$ cat src/rtl/sha256_pkg.sv
// sha256_pkg: shared constants and types for the SHA-256 message-schedule block.
//   WORD_W / BLOCK_W : schedule word and padded block widths
//   S0_* / S1_*      : rotate and shift amounts of the small sigma functions
//   state_e          : schedule expander FSM states
package sha256_pkg;

    localparam int unsigned WORD_W  = 32;
    localparam int unsigned BLOCK_W = 512;
    localparam int unsigned WIN_N   = BLOCK_W / WORD_W;

    localparam int unsigned S0_R1 = 7;
    localparam int unsigned S0_R2 = 18;
    localparam int unsigned S0_SH = 3;
    localparam int unsigned S1_R1 = 17;
    localparam int unsigned S1_R2 = 19;
    localparam int unsigned S1_SH = 10;

    typedef enum logic [0:0] {
        IDLE,
        RUN
    } state_e;

endpackage

$ cat src/rtl/sha256_rotr.sv
// sha256_rotr: parameterised constant rotate-right.
//   x_i : input word
//   y_o : x_i rotated right by AMT bits (AMT must be 1..WIDTH-1)
module sha256_rotr #(
    parameter int unsigned WIDTH = 32,
    parameter int unsigned AMT   = 1
) (
    input  logic [WIDTH-1:0] x_i,
    output logic [WIDTH-1:0] y_o
);

    assign y_o = {x_i[AMT-1:0], x_i[WIDTH-1:AMT]};

endmodule

$ cat src/rtl/sha256_small_sigma.sv
// sha256_small_sigma: SHA-256 small sigma, purely combinational.
//   SEL = 0 : sigma0(x) = rotr7  ^ rotr18 ^ shr3
//   SEL = 1 : sigma1(x) = rotr17 ^ rotr19 ^ shr10
//   x_i : input word
//   y_o : sigma result
module sha256_small_sigma
    import sha256_pkg::*;
#(
    parameter int unsigned SEL = 0
) (
    input  logic [WORD_W-1:0] x_i,
    output logic [WORD_W-1:0] y_o
);

    localparam int unsigned R1 = (SEL == 0) ? S0_R1 : S1_R1;
    localparam int unsigned R2 = (SEL == 0) ? S0_R2 : S1_R2;
    localparam int unsigned SH = (SEL == 0) ? S0_SH : S1_SH;

    logic [WORD_W-1:0] rot_a;
    logic [WORD_W-1:0] rot_b;

    sha256_rotr #(
        .WIDTH (WORD_W),
        .AMT   (R1)
    ) u_rot_a (
        .x_i (x_i),
        .y_o (rot_a)
    );

    sha256_rotr #(
        .WIDTH (WORD_W),
        .AMT   (R2)
    ) u_rot_b (
        .x_i (x_i),
        .y_o (rot_b)
    );

    assign y_o = rot_a ^ rot_b ^ (x_i >> SH);

endmodule

$ cat src/rtl/sha256_msg_sched.sv
// sha256_msg_sched: SHA-256 message-schedule expander.
// Accepts one padded 512-bit block and streams W[0..ROUNDS-1], one word per handshake.
// A 16-word sliding window holds W[t..t+15]; every accepted word shifts it down by one
// and appends the next expanded word.
//   clk, rst_n           : clock, asynchronous active-low reset
//   blk_valid/blk_ready  : upstream block handshake (blk_data sampled on acceptance)
//   blk_data             : padded block, word 0 in blk_data[511:480]
//   w_valid/w_ready      : downstream word handshake
//   w_data, w_idx        : current word W[t] and its index t
//   busy                 : high while a block is being streamed
// Optional build macro SHA256_MSG_SCHED_PERF_EN adds:
//   blk_cnt   : completed blocks, wraps
//   stall_cnt : RUN cycles with w_ready low, saturates
module sha256_msg_sched
    import sha256_pkg::*;
#(
    parameter int unsigned ROUNDS = 64
) (
    input  logic               clk,
    input  logic               rst_n,
    input  logic               blk_valid,
    output logic               blk_ready,
    input  logic [BLOCK_W-1:0] blk_data,
    output logic               w_valid,
    input  logic               w_ready,
    output logic [WORD_W-1:0]  w_data,
    output logic [5:0]         w_idx,
    output logic               busy
`ifdef SHA256_MSG_SCHED_PERF_EN
    ,
    output logic [31:0]        blk_cnt,
    output logic [31:0]        stall_cnt
`endif
);

    localparam logic [5:0] LAST_IDX = 6'(ROUNDS - 1);

    state_e            state_q, state_d;
    logic [WORD_W-1:0] win_q [WIN_N];
    logic [WORD_W-1:0] win_d [WIN_N];
    logic [5:0]        idx_q, idx_d;

    logic [WORD_W-1:0] sig0;
    logic [WORD_W-1:0] sig1;
    logic [WORD_W-1:0] next_word;
    logic              w_hs;
    logic              last_hs;

    sha256_small_sigma #(
        .SEL (0)
    ) u_sigma0 (
        .x_i (win_q[1]),
        .y_o (sig0)
    );

    sha256_small_sigma #(
        .SEL (1)
    ) u_sigma1 (
        .x_i (win_q[14]),
        .y_o (sig1)
    );

    // W[t+16] from the window holding W[t..t+15]; sum wraps mod 2^32.
    assign next_word = sig1 + win_q[9] + sig0 + win_q[0];

    assign w_hs    = (state_q == RUN) && w_ready;
    assign last_hs = w_hs && (idx_q == LAST_IDX);

    always_comb begin
        state_d = state_q;
        win_d   = win_q;
        idx_d   = idx_q;
        unique case (state_q)
            IDLE: begin
                if (blk_valid) begin
                    for (int unsigned k = 0; k < WIN_N; k++) begin
                        win_d[k] = blk_data[BLOCK_W-1-WORD_W*k -: WORD_W];
                    end
                    idx_d   = '0;
                    state_d = RUN;
                end
            end
            RUN: begin
                if (w_ready) begin
                    for (int unsigned k = 0; k < WIN_N - 1; k++) begin
                        win_d[k] = win_q[k+1];
                    end
                    win_d[WIN_N-1] = next_word;
                    if (last_hs) begin
                        idx_d   = '0;
                        state_d = IDLE;
                    end else begin
                        idx_d = idx_q + 6'd1;
                    end
                end
            end
            default: state_d = IDLE;
        endcase
    end

    always_ff @(posedge clk or negedge rst_n) begin
        if (!rst_n) begin
            state_q <= IDLE;
            idx_q   <= '0;
            for (int unsigned k = 0; k < WIN_N; k++) begin
                win_q[k] <= '0;
            end
        end else begin
            state_q <= state_d;
            idx_q   <= idx_d;
            win_q   <= win_d;
        end
    end

    // All outputs come straight from flops: no path from w_ready or blk_valid.
    assign blk_ready = (state_q == IDLE);
    assign w_valid   = (state_q == RUN);
    assign busy      = (state_q == RUN);
    assign w_data    = win_q[0];
    assign w_idx     = idx_q;

`ifdef SHA256_MSG_SCHED_PERF_EN
    logic [31:0] blk_cnt_q, blk_cnt_d;
    logic [31:0] stall_cnt_q, stall_cnt_d;

    always_comb begin
        blk_cnt_d   = blk_cnt_q;
        stall_cnt_d = stall_cnt_q;
        if (last_hs) begin
            blk_cnt_d = blk_cnt_q + 32'd1;
        end
        if ((state_q == RUN) && !w_ready && (stall_cnt_q != 32'hFFFF_FFFF)) begin
            stall_cnt_d = stall_cnt_q + 32'd1;
        end
    end

    always_ff @(posedge clk or negedge rst_n) begin
        if (!rst_n) begin
            blk_cnt_q   <= '0;
            stall_cnt_q <= '0;
        end else begin
            blk_cnt_q   <= blk_cnt_d;
            stall_cnt_q <= stall_cnt_d;
        end
    end

    assign blk_cnt   = blk_cnt_q;
    assign stall_cnt = stall_cnt_q;
`endif

endmodule

$ cat config.mk
export PLATFORM = sky130hd
export DESIGN_NAME = sha256_msg_sched
export DESIGN_NICKNAME = d
export VERILOG_FILES = /design/src/rtl/sha256_pkg.sv /design/src/rtl/sha256_rotr.sv /design/src/rtl/sha256_small_sigma.sv /design/src/rtl/sha256_msg_sched.sv
export SDC_FILE = /design/constraint.sdc
export NUM_CORES = 1
export LEC_CHECK = 0
export ABC_CLOCK_PERIOD_IN_PS = 8400
export CORE_UTILIZATION = 56
export CTS_BUF_LIST = sky130_fd_sc_hd__clkbuf_4 sky130_fd_sc_hd__clkbuf_8
export DETAILED_ROUTE_END_ITERATION = 10
export PLACE_DENSITY = 0.85
export SYNTH_ARGS = -nofsm -noshare
export SYNTH_HDL_FRONTEND = slang
export SYNTH_SLANG_ARGS = --single-unit
$ cat constraint.sdc
create_clock -name clk -period 8.4 [get_ports clk]
set_input_delay 0.84 -clock clk [delete_from_list [all_inputs] [get_ports clk]]
set_output_delay 0.84 -clock clk [all_outputs]
set_load 0.1 [all_outputs]
* Word-level counts from Yosys, hierarchy flattened
Cells that the tools add are included.
Word-level totals: output and inout port bits 41, bits in registers 519, logic and storage cells 44
Operators by class: $add $sub $neg 4, equal/unequal tests 3, reductions and logical operators 3, muxes and demuxes 11, bitwise operators 5
Operators with widths (count):
- 512-bit 2-to-1 mux | 2
- 512-bit one-hot mux with 2 select lines | 1
- 32-bit adder | 3
- 32-bit bitwise XOR | 2
- 32-bit by 22-bit bitwise XOR with 32-bit output | 1
- 32-bit by 29-bit bitwise XOR with 32-bit output | 1
- 6-bit 2-to-1 mux | 3
- 6-bit one-hot mux with 2 select lines | 1
- 6-bit by 1-bit adder with 6-bit output (second input constant) | 1
- 6-bit == test (second input constant) | 1
- 2-bit != test (second input constant) | 2
- 1-bit 2-to-1 mux | 3
- 1-bit logical AND | 2
- 1-bit one-hot mux with 2 select lines | 1
- 2-bit AND reduction | 1
- 1-bit NOT | 1

* Longest topological paths before layout
Gate-level depths: netlist of run 1.
word-level depth 7, gate-level depth with buffers 15, mapped depth without buffers 14

* Modules after synthesis
From an unflattened synthesis of run 1, not the netlist that was laid out.
Unflattened totals: cells, all modules 2978, area, all modules 29632.2 um2
Modules (own cells, without submodules):
- sha256_msg_sched | cells an instance 2786, area an instance 27345.0 um2, instances 1, sequential area each 12987.5 um2
- sha256_rotr | cells an instance 32, area an instance 240.2 um2, instances 4, sequential area each 0.0 um2
- sha256_small_sigma at u_sigma0 | cells an instance 32, area an instance 715.7 um2, instances 1, sequential area each 0.0 um2
- sha256_small_sigma at u_sigma1 | cells an instance 32, area an instance 610.6 um2, instances 1, sequential area each 0.0 um2

* Worst setup path before layout of run 1
OpenSTA, ideal clock, no wires.
path kind register -> register, start register win_q[452] (netlist name), end register win_q[29] (netlist name), stages on the path, launching flop included 16, slack 4482 ps, period minus slack after synthesis 3918 ps, data arrival time 3776 ps, setup time 142 ps, path through dfrtp_1 > clkbuf_1 > xor2_1 > xnor2_1 > fa_1 > inv_1 > fa_1 > ha_1 > fa_1 > a211o_1 > a21oi_1 > o32a_1 > a211oi_1 > nor4_1 > xor2_1 > a32oi_1
Between the ends: word-level cells in the longest chain between the ends 6
RTL lines:
- start, declared | line sha256_msg_sched.sv:39 | logic [WORD_W-1:0] win_q [WIN_N];
- start signal, assigned | line sha256_msg_sched.sv:111 | win_q <= win_d;
- 32-bit bitwise XOR | line sha256_small_sigma.sv:38 | assign y_o = rot_a ^ rot_b ^ (x_i >> SH);
- 32-bit by 29-bit bitwise XOR with 32-bit output * | line sha256_small_sigma.sv:38
- 32-bit adder * (2 in a row) | line sha256_msg_sched.sv:64 | assign next_word = sig1 + win_q[9] + sig0 + win_q[0];
- 512-bit 2-to-1 mux * | line sha256_msg_sched.sv:84 | if (w_ready) begin
- 512-bit one-hot mux with 2 select lines * | line sha256_msg_sched.sv:73 | unique case (state_q)
Mark *: on every way between the ends. The rest lies on a longest branch, timed or not. The select of a mux whose other input is x is not followed. A chain may end at the register's enable or synchronous reset.

* Worst setup path after layout of run 1
start register win_q[452] (netlist name), end register win_q[17] (netlist name)
Between the ends: word-level cells in the longest chain between the ends 5
RTL lines (line):
- 32-bit by 29-bit bitwise XOR with 32-bit output | sha256_small_sigma.sv:38
- 32-bit adder (2 in a row) | sha256_msg_sched.sv:64
- 512-bit 2-to-1 mux | sha256_msg_sched.sv:84
- 512-bit one-hot mux with 2 select lines | sha256_msg_sched.sv:73
Every way passes these cells. The select of a mux whose other input is x is not followed.

==> results_dict.tcl, run 1 <==
set metrics [dict create \
    netlist_area_um2 28500 \
    synth.distinct_cells 62 \
    critPathLaunchType "flop" \
    synthCells 2906 \
    final_cell_mix "555 x clkdlybuf4s50_1, 530 x nand2_1, 518 x dfrtp_1" \
    avgSynthCellArea_um2 9.809 \
    drc 0 \
    crit_path_end_kind "flop" \
    grt_pass1_vias 23340 \
    final-hold-violation-count 0 \
    status "finished, final reports clean" \
    cts_buffers 88 \
    utilization_pct 71.31 \
    clk_path_buf_depth 3 \
    worstPathMaxFanout 6 \
    cts.sink_count 519 \
    io-pin-count 557 \
    wire_per_inst_um 24.30 \
    use_met2_pct 58.74 \
    path_common_cell "fa_1" \
    top_usage_layer "met2" \
    postCtsHoldBufs 0 \
    maxSlewViolCount 0 \
    avgViaCountPerCell 5.768 \
    drive_above_1_share_pct 5.079 \
    grtUsageMet1_pct 47.95 \
    syn_nets 3516 \
    vias 23390 \
    post_cts_buffers 0 \
    syn_to_final_growth_pct 25.50 \
    gr-usage-met3_pct 10.59 \
    critPathArrivalTime_ps 5120 \
    clk_pin_slew_ps 60 \
    grt_util_all_layers_pct 37.55 \
    slew_headroom_pct 15.37 \
    antenna_found_initial 19 \
    tightestPinTransition_ps 1267 \
    synth_ff_type "dfrtp_1" \
    synth_edf_count 0 \
    grt_max_degree 312 \
    drt_iter0_markers 2268 \
    cp_data_required_time_ps 8900 \
    finalCritPeriodShare_pct 55.01 \
    finalSetupViolCount 0 \
    place_congestion 0.9851 \
    num_rows 82 \
    critPathSlowestCell "fa_1" \
    hold_class "input port to asynchronous set/reset pin" \
    grt-ovfl-total 0 \
    ys_seq_elements 519 \
    cts_tree "done" \
    yosysSeqAreaShare_pct 45.56 \
    die_h_um 227.6 \
    io_buffers 556 \
    clock.fmax_mhz 216.4 \
    period_needed_ps 4621 \
    dr.pass1.iters 6 \
    fin_nets 3922 \
    cts-root-buf "clkbuf_8" \
    fillers 3670 \
    die_w_um 227.6 \
    rsz0062_at_grt "no" \
    tns_ps 0 \
    yosys_warnings 0 \
    synthArstFlopShare_pct 100.0 \
    critPathMaxStageDelay_ps 490 \
    reg2reg_depth 14 \
    final_common_cell "clkdlybuf4s50_1" \
    worstPathCellList "xor2_1 > xnor2_1 > fa_1 > inv_1 > fa_1 > ha_1 > fa_1 > a211o_1 > a21oi_1 > o32a_1 > nand3_2 > a21boi_0 > xor2_1 > a21oi_1" \
    antenna_left 0 \
    crit_type "flop to flop" \
    dieArea_um2 51810 \
    insertion_delay_ps 700 \
    clock-skew-final_ps 47.39 \
    grt_pass1_wl_um 141200 \
    fp.coreArea_um2 50170 \
    drt_wl_total_um 98520 \
    htree_levels 3 \
    start_util_pct 56.82 \
    dp_hpwl_um 75230 \
    max-cap-violations 0 \
    cts_resized 0 \
]
-- state kept, by name (all words and copies together), names as in the netlist --
signal / cells
w_idx: 6
busy: 1
w_data: 32
win_q: 480
-- cells by family (layout without fill, tap and decap cells) --
family / after synthesis / in the layout / share of synthesized area, %
AND/OR/NAND/NOR: 622 / 622 / 8.766
flip-flops: 519 / 519 / 45.56
other: 0 / 16 / 0
adder cells (fa/ha/maj): 94 / 94 / 5.759
XOR/XNOR: 141 / 141 / 4.332
buffers and inverters: 382 / 843 / 5.768
multiplexers: 500 / 500 / 17.56
AO/OA/AOI/OAI: 648 / 648 / 12.26
-- cell usage after synthesis, types with 8 or more instances --
master,number,share of area (%)
nor2_1,26,0.34
clkbuf_1,155,2.0
and3_1,11,0.24
mux2i_1,500,18
a21o_1,14,0.37
xnor2_1,78,2.4
nor3_1,8,0.14
inv_1,129,1.7
nand3_1,10,0.18
fa_1,62,4.4
buf_4,34,0.90
o21ai_0,514,9.0
xor2_1,63,1.9
a211oi_1,9,0.24
buf_2,59,1.0
ha_1,32,1.4
a21oi_1,51,0.90
nand2_1,530,7.0
dfrtp_1,519,46
nor2b_1,9,0.20
-- worst paths after layout --
| check | from | endpoint | slack (ps) |
|---|---|---|---|
| hold reg to reg | win_q[276] | win_q[276] | 480 |
| hold / removal | rst_n | win_q[159] | 200 |
| setup / recovery | win_q[452] | win_q[17] | 3780 |
| setup reg to reg | win_q[452] | win_q[17] | 3780 |
| min in group clk | win_q[276] | win_q[276] | 480 |
| max in group asynchronous | rst_n | win_q[376] | 6550 |
-- worst max-delay path: cells and delay by family (launching register included) --
family | cells | cell delay [ps]
flops | 1 | 460
simple gates | 1 | 200
fa+ha+maj | 4 | 1630
xor+xnor | 3 | 790
compound gates | 5 | 1270
buf+inv | 1 | 90
-- area by class of cell --
class	count	area (um^2)	area share, %
Clock buffer	138	1724	4.820
Tap cell	672	840.8	2.350
Inverter	129	484.2	1.354
Multi-Input combinational cell	2005	13880	38.80
Timing Repair Buffer	569	5756	16.09
Clock inverter	7	57.56	0.1609
Sequential cell	519	12990	36.31
Antenna cell	16	40.04	0.1119
-- routing by layer --
metal / wire (um) / vias to the layer above
met3: 9295 / 212
met1: 38480 / 11470
li1: - / 10630
met2: 45800 / 1064
met5: 109 / -
met4: 4836 / 16
-- per-stage QoR --
step                      std cells  cell area [um^2]  hold slack (ps)  setup slack, ps
after floorplan                2906             28500            449.6             4482
after global placement         3894             33950            460.1             3801
after detailed placement       3894             33950            470.0             3639
after CTS                      4039             35730            210.3             3852
after global routing           4049             35760            245.2             3582
final                          4055             35770            197.0             3779
Power of run 1 is not shown: default switching activity piles up to over one toggle a cycle in this logic, so the estimate is an artifact.
==> run 2, diff against run 1 <==
Settings changed: ABC_CLOCK_PERIOD_IN_PS 8400 to 3900, CORE_UTILIZATION 56 to 49, PLACE_DENSITY 0.85 to 0.79.
Clock period 8.4 ns to 3.9 ns, I/O delays scaled along.
==> results_dict.tcl, run 2 (synthesis results as in run 1) <==
set metrics [dict create \
    pre_cts_ws_ps -161.0 \
    avgViaCountPerCell 5.395 \
    final-hold-violation-count 0 \
    num_rows 88 \
    fin_nets 4066 \
    cts.sink_count 519 \
    grt_pass1_wl_um 145900 \
    start_util_pct 49.50 \
    clk_pin_slew_ps 60 \
    timing.rr.end "win_q[31]" \
    insertion_delay_ps 690 \
    cpLargestDelayFamily "adder cells" \
    io-pin-count 557 \
    syn_to_final_growth_pct 32.03 \
    rrSetupSlack_ps 3 \
    die_h_um 243.2 \
    place_congestion 0.9516 \
    reg2reg_depth 15 \
    min-delay-start "blk_data[62]" \
    grt_max_degree 139 \
    cts_tree "done" \
    cts_buffers 92 \
    die_w_um 243.2 \
    dieArea_um2 59140 \
    maxSlewViolCount 0 \
    finalSetupViolCount 0 \
    cp_data_required_time_ps 4470 \
    crit_type "flop to flop" \
    worst_hold_path.endpoint "win_q[62]" \
    drive_above_1_share_pct 10.96 \
    cts-root-buf "clkbuf_8" \
    fillers 4668 \
    multi_input_area_um2 14170 \
    wire_per_inst_um 23.02 \
    seqCellArea_um2 13000 \
    critPathSlowestCell "fa_1" \
    io_buffers 556 \
    max-cap-violations 0 \
    worstPathMaxFanout 6 \
    clock-skew-final_ps 41.78 \
    critPathArrivalTime_ps 4470 \
    largest_reg_flops 480 \
    tightestPinTransition_ps 1188 \
    antenna_found_initial 12 \
    antenna_left 0 \
    period_needed_ps 3897 \
    hold_class "input port to flop" \
    routed.top_layer "met5" \
    worstReg2RegStart "win_q[461]" \
    clk_path_buf_depth 3 \
    critPathMaxStageDelay_ps 510 \
    grt_pass1_vias 22930 \
    top_register "win_q" \
    dp_hpwl_um 76540 \
    fp.coreArea_um2 57590 \
    grt_util_all_layers_pct 33.24 \
    status "finished, final reports clean" \
    fin_ws_ps 3.122 \
    slew_headroom_pct 20.57 \
    rsz0062_at_grt "yes" \
    drt_wl_total_um 99090 \
    utilization_pct 65.35 \
    final_common_cell "clkdlybuf4s50_1" \
    grt-ovfl-total 0 \
    htree_levels 3 \
    met3_length_um 8370 \
    vias 23230 \
    hold_depth 3 \
    drt_iter0_markers 1929 \
    dr.pass1.iters 6 \
    wl_met1_um 41610 \
    wl_met2_um 45360 \
    finalCritPeriodShare_pct 99.92 \
    critical_path.n_buffers_inverters 3 \
    final_cell_mix "553 x clkdlybuf4s50_1, 529 x nand2_1, 511 x o21ai_0" \
    crit_path_end_kind "flop" \
    worstPathCellList "xor2_1 > xnor2_1 > buf_4 > fa_1 > fa_1 > inv_1 > ha_1 > and3_4 > nand3_4 > o32a_1 > nand3_4 > buf_4 > nand3_2 > a211o_1 > and3_1" \
    clock.fmax_mhz 256.6 \
    critPathLaunchType "flop" \
    drc 0 \
]
[run 2: changes by cell type in the layout (fill, tap and decap cells not counted), sizes merged]
cell and change:
clkinvlp +1, dlygate4sd3 +1, diode -6, buf +141, clkbuf +14, bufinv +2
inv +1, clkinv +5, clkdlybuf4s50 -2
[run 2: how the worst max path moves through the flow]
| stage | startpoint | depth (start not counted) | endpoint | slack (ps) |
|---|---|---|---|---|
| 6_report | win_q[461] | 15 | win_q[31] | 3 |
| 4_1_cts | win_q[452] | 15 | win_q[27] | -8 |
| 3_5_place_dp | win_q[452] | 15 | win_q[27] | -160 |
| 2_1_floorplan | win_q[452] | 15 | win_q[29] | 30 |
| 3_3_place_gp | win_q[452] | 15 | win_q[27] | -110 |
| 5_1_grt | win_q[452] | 14 | win_q[29] | -140 |
[run 2: routing by layer]
metal / GRT usage (%) / up-vias
met5: 0 / -
met4: 13.87 / 4
met2: 51.27 / 915
li1: - / 10910
met3: 8.193 / 165
met1: 44.62 / 11230
[run 2: layout make-up]
type	count	area share (%)
repair buffers	709	18.49
clock inverters	16	0.4455
well taps	765	2.543
diodes	10	0.06649
multi-input cells	2005	37.65
clock buffers	152	4.977
flip-flops and latches	519	34.55
inverters	129	1.287
[run 2: worst register-to-register path, cell delays in order (launching register included)]
cell and delay [ps]:
dfrtp_1 430, xor2_1 190, xnor2_1 210, buf_4 170, fa_1 440, fa_1 510, inv_1 50, ha_1 300
and3_4 230, nand3_4 100, o32a_1 360, nand3_4 160, buf_4 130, nand3_2 60, a211o_1 290, and3_1 160
[run 2: timing repair]
item / CTS / global route
gates resized for setup: 18 / 47
hold buffers: 1 / 0
pin swaps: 11 / 33
buffers inserted: 0 / 6
hold endpoints to repair: 104 / 0
setup endpoints to repair: 14 / 23
[run 2: through the flow]
| step | std cells | setup TNS [ps] | hold WS, ps | instance area, um^2 |
|---|---|---|---|---|
| final | 4305 | 0 | 283.4 | 37630 |
| after global routing | 4305 | -629.3 | 287.6 | 37630 |
| after CTS | 4290 | -7.746 | 227.7 | 37360 |
| after detailed placement | 4121 | -639.1 | 469.7 | 35220 |
| after global placement | 4121 | -298.1 | 459.8 | 35220 |
| after floorplan | 2906 | 0 | 94.41 | 28510 |
Power of run 2 is left out for the same reason.
